[config.mk]
export PLATFORM = sky130hd
export DESIGN_NAME = packed_serializer
export DESIGN_NICKNAME = d
export VERILOG_FILES = /design/src/rtl/packed_serializer.sv
export SDC_FILE = /design/constraint.sdc
export NUM_CORES = 1
export LEC_CHECK = 0
export ABC_CLOCK_PERIOD_IN_PS = 2200
export CAP_MARGIN = 20
export CORE_MARGIN = 4
export CORE_UTILIZATION = 46
export DETAILED_ROUTE_END_ITERATION = 8
export GPL_TIMING_DRIVEN = 0
export PLACE_DENSITY_LB_ADDON = 0.1
export SLEW_MARGIN = 20
export SYNTH_ARGS = -nofsm -noshare
export SYNTH_HDL_FRONTEND = slang
export SYNTH_SLANG_ARGS = --single-unit
[constraint.sdc]
create_clock -name i_clk -period 2.2 [get_ports i_clk]
set_input_delay 0.22 -clock i_clk [delete_from_list [all_inputs] [get_ports i_clk]]
set_output_delay 0.22 -clock i_clk [all_outputs]
set_load 0.05 [all_outputs]
[src/rtl/packed_serializer.sv]
// ----------------------------------------------------------------------------
// packed_serializer
//
// Parallel-to-serial converter. A WIDTH-bit word is accepted over a
// valid/ready handshake and shifted out one bit per enabled clock. This is
// the transmit-side partner of the bit-per-clock packed-array deserializer,
// so the two can be wired back-to-back for loopback.
//
// Parameters:
//   WIDTH      word width in bits (>= 2)
//   LSB_FIRST  1: bit 0 leaves first; 0: bit WIDTH-1 leaves first
//
// Ports:
//   i_clk    rising-edge clock
//   i_rst_n  asynchronous active-low reset (drops any word in flight)
//   i_valid  producer presents a word on i_data
//   i_data   word to serialize, sampled only at the accept edge
//   o_ready  word on i_data is taken at this edge if i_valid is high
//   i_en     sink consumes the current serial bit at this edge
//   o_a      current serial bit (driven from registers only)
//   o_valid  o_a carries a valid bit
//   o_last   o_a is the final bit of the current word
// ----------------------------------------------------------------------------
module packed_serializer #(
   parameter int WIDTH     = 8,
   parameter bit LSB_FIRST = 1'b1
) (
   input  logic             i_clk,
   input  logic             i_rst_n,
   input  logic             i_valid,
   input  logic [WIDTH-1:0] i_data,
   output logic             o_ready,
   input  logic             i_en,
   output logic             o_a,
   output logic             o_valid,
   output logic             o_last
);

   localparam int                IDX_W    = $clog2(WIDTH);
   localparam logic [IDX_W-1:0]  LAST_IDX = IDX_W'(WIDTH - 1);
   localparam logic [IDX_W-1:0]  IDX_ONE  = IDX_W'(1);

   typedef enum logic {
      IDLE  = 1'b0,
      SHIFT = 1'b1
   } state_t;

   state_t             state_q, state_d;
   logic [IDX_W-1:0]   idx_q, idx_d;
   logic [WIDTH-1:0]   sreg_q, sreg_d;
   logic               at_last;
   logic               accept;

   // Bit currently on the wire for a given position in the word.
   function automatic logic pick_bit(input logic [WIDTH-1:0] word,
                                     input logic [IDX_W-1:0] pos);
      if (LSB_FIRST) begin
         return word[pos];
      end else begin
         return word[LAST_IDX - pos];
      end
   endfunction

   always_ff @(posedge i_clk or negedge i_rst_n) begin
      if (!i_rst_n) begin
         state_q <= IDLE;
         idx_q   <= '0;
         sreg_q  <= '0;
      end else begin
         state_q <= state_d;
         idx_q   <= idx_d;
         sreg_q  <= sreg_d;
      end
   end

   always_comb begin
      state_d = state_q;
      idx_d   = idx_q;
      sreg_d  = sreg_q;

      at_last = (state_q == SHIFT) && (idx_q == LAST_IDX);
      // Ready during the last bit lets the next word follow with no bubble;
      // i_en -> o_ready is the only combinational path through the block.
      o_ready = (state_q == IDLE) || (at_last && i_en);
      accept  = i_valid && o_ready;

      o_valid = (state_q == SHIFT);
      o_last  = at_last;
      o_a     = o_valid ? pick_bit(sreg_q, idx_q) : 1'b0;

      unique case (state_q)
         IDLE: begin
            if (accept) begin
               sreg_d  = i_data;
               idx_d   = '0;
               state_d = SHIFT;
            end
         end
         SHIFT: begin
            // With i_en low everything holds, so the outputs stay stable.
            if (i_en) begin
               if (!at_last) begin
                  idx_d = idx_q + IDX_ONE;
               end else if (accept) begin
                  sreg_d = i_data;
                  idx_d  = '0;
               end else begin
                  idx_d   = '0;
                  state_d = IDLE;
               end
            end
         end
         default: begin
            state_d = IDLE;
            idx_d   = '0;
         end
      endcase
   end

endmodule

==> impl_results.md <==
- Wire length per cell: ~14 microns
- Max Slew Vio Count: 0
- Seq/Total Area, Yosys: between 40% and 50%
- Routed Antenna Nets: 0
- Die W: 45.3 microns
- Comb pwr share: a little under half
- Crit share post-route: roughly nine tenths
- DP HPWL: roughly 840 microns
- Max-cap viol count: 0
- Number of diodes: 0
- Fin worst setup slack: approximately 180 ps
- Final hold vios: 0
- DRT Pass-1 Iters: 3
- Setup Viol. Count Final: 0
- Routed WL: between 1 and 1.5 mm
- Worst r2r dst: sreg_q[0]
- Clock transition at path regs: roughly 70 ps
- Critical path class: reg2out
- Largest net degree at the start of global routing: 13
- CTS tree: built
- Detailed Route Iter0 Violations: 2
- Sink Count: 12
- CTS H-tree depth: 1
- NetSw: 0.397 mW
- IO buf count: 15
- Seq cells post-synth: 12
- WP data required: between 1500 and 2000 ps
- Pint: a little over 0.7 mW
- Fraction of final layout cells with drive strength greater than 1: between 30 and 40%
- Crit-path slowest cell: dlygate4sd2_1
- Largest family of logic cells by synthesized area: multiplexers
- Via density per instance: 5.40
- Remaining DRCs: 0
- Post-Synth Adder-Cell Area: just under 4%
- Reg2Reg Depth: 5
- First-pass GRT wire length: between 1.5 and 2 mm
- Total track usage: between 10% and 20%
- Ports: 16
- Simple-Gate Fraction of Synth Area: about a tenth
- Initial antenna violation count: 0
- Status: completed
- Vias: roughly 420
- # nets final: 78
- Worst-margin pin slew: between 500 and 600 ps
- Post-route minimum period: between 2000 and 2500 ps
- Sw Share: between 30% and 40%
- Fmax achieved: 496 MHz
- Slowest Stage Delay on Critical Path: about 520 ps
- Max FO, Critical Path: 6
- Max transition margin: 64.6%
- Pwr per Cell Area: ~1300 nW/um^2
- CP Capture Type: output port
- Arrival time worst endpoint: approximately 1800 ps
- RePlAce Congestion: about 0.72
- Max Buffers Root-to-Sink: 2
- Crit path top cell by count: ha_1
- Type of origin of the critical path: flop
- Die area: 2050 sq um
- Core outline area: about 1300 sq um
- Pre-CTS setup slack: 76.2 ps
- Die H: 45.3 microns
- Worst Skew: around 2.2 ps
- Syn Nets: 58
- Row Count: 13
- Leakage: ~0.4 nW
- Initial Util: 49.2%
- Clk_lat worst skew: 270 ps
- Syn Inst Count: between 40 and 50
- Portion of netlist area occupied by mux cells: ~28%
- Post-Synth XOR/XNOR Area: 0%
- Vias in the first global route: 434
- Root buffer selected by CTS: clkbuf_4
- GRT overflow: 0
- Syn. warnings: 0
- R2r startpoint: idx_q[1]
- Compound-gate portion of the synthesized area: around a tenth
- Clk pwr share: between 10% and 20%
- Post-synth cell types: 19
- Worst hold-check path type: in2async
- Maximum VDD drop: between 0.6 and 0.7 mV
- Post-synthesis cell area: between 600 and 700 sq um
- Unrepaired setup endpoints after global routing: no
- CTS Buf Count: 3
- Mean Syn Cell Area: roughly 15 sq um
- CP Cell Sequence: ha_1 > ha_1 > and2_1 > dlygate4sd2_1
- Reg power frac: 37.1%
- Fillers: ~120
- Final TNS setup: 0 ps
- Flop2flop setup slack: approximately 510 ps
- Layout Area Growth over Synthesis: 31.3%
critical path, delay by kind of cell (launching register included):
family / cells / cell delay, ps
buf+inv: 1 / 520
flops: 1 / 460
fa+ha+maj: 2 / 410
simple gates: 1 / 130
timing repair:
item,4_1_cts,5_1_grt
setup endpoints to repair,3,2
buffers inserted,0,0
resized for setup,3,4
hold buffers,0,0
Yosys cell counts:
master,number,share of area [%]
dfrtp_1,12,47
mux2_4,8,19
a22o_1,2,2.7
ha_1,2,3.9
inv_1,2,1.2
mux2_2,2,3.5
nor2_1,2,1.2
o21ai_0,2,1.6
o31ai_1,2,2.3
a21bo_4,1,2.5
a311oi_1,1,1.4
and2_1,1,0.98
mux2i_1,1,1.6
mux4_1,1,4.1
nand2_8,1,3.1
nand2b_1,1,0.98
nand3b_1,1,1.2
nor2b_1,1,0.98
nor3b_1,1,1.2
per-layer routing:
layer  vias to the layer above  GRT usage [%]  routed length [microns]
li1                        202              -                        -
met1                       200           15.4                      452
met2                        15           22.3                      512
met3                         4           8.76                      109
met4                         0           7.02                       25
met5                         -              0                        0
how the worst max path moves through the flow:
stage	start	to	slack, ps	cells past startpoint
floorplan	o_valid	o_a	290	2
global placement	idx_q[1]	o_a	80	4
detailed placement	idx_q[1]	o_a	80	4
CTS	idx_q[1]	o_a	40	4
global route	idx_q[1]	o_last	30	4
finish	idx_q[1]	o_last	180	4
sequential cells by signal, summed over array words and instances, names as in the netlist:
register,cells
sreg_q,8
idx_q,3
o_valid,1
layout make-up:
class	count	area, sq um	share of cell area (%)
flip-flops and latches	12	300	35.7
clock buffers	4	36.3	4.32
repair buffers	15	139	16.5
inverters	2	7.51	0.893
multi-input cells	30	339	40.3
well taps	15	18.8	2.23
cells by family after synthesis:
group           count (synthesis)
mux                            12
flops                          12
compound gates                  8
simple gates                    8
buf+inv                         2
fa+ha+maj                       2
stage by stage:
step                utilization [%]  instance area, sq um  hold slack, ps  power, mW  instances
floorplan                         -                   647           -75.6      0.820         44
global placement               62.7                   816             491      0.951         74
detailed placement             62.7                   816             492      0.963         74
CTS                            65.2                   848             296       1.13         78
global route                   64.6                   841             325       1.19         78
finish                         64.6                   841             288       1.10         78
placed cells by master (no fill, tap or decap), types with 2 or more instances in the layout:
cell	n
a22o_1	2
clkbuf_2	2
clkbuf_4	3
clkdlybuf4s50_1	12
dfrtp_1	12
ha_1	2
inv_1	2
mux2_2	2
mux2_4	8
nor2_1	2
o21ai_0	2
o31ai_1	2
power groups by stage:
stage / clock (mW) / sequential, mW / combinational (mW)
6_report: 0.175 / 0.408 / 0.519
5_1_grt: 0.197 / 0.428 / 0.569
4_1_cts: 0.188 / 0.411 / 0.531
3_5_place_dp: 0 / 0.413 / 0.550
3_3_place_gp: 0 / 0.412 / 0.539
2_1_floorplan: 0 / 0.393 / 0.427
No activity file was read; power rests on OpenSTA's default activity.
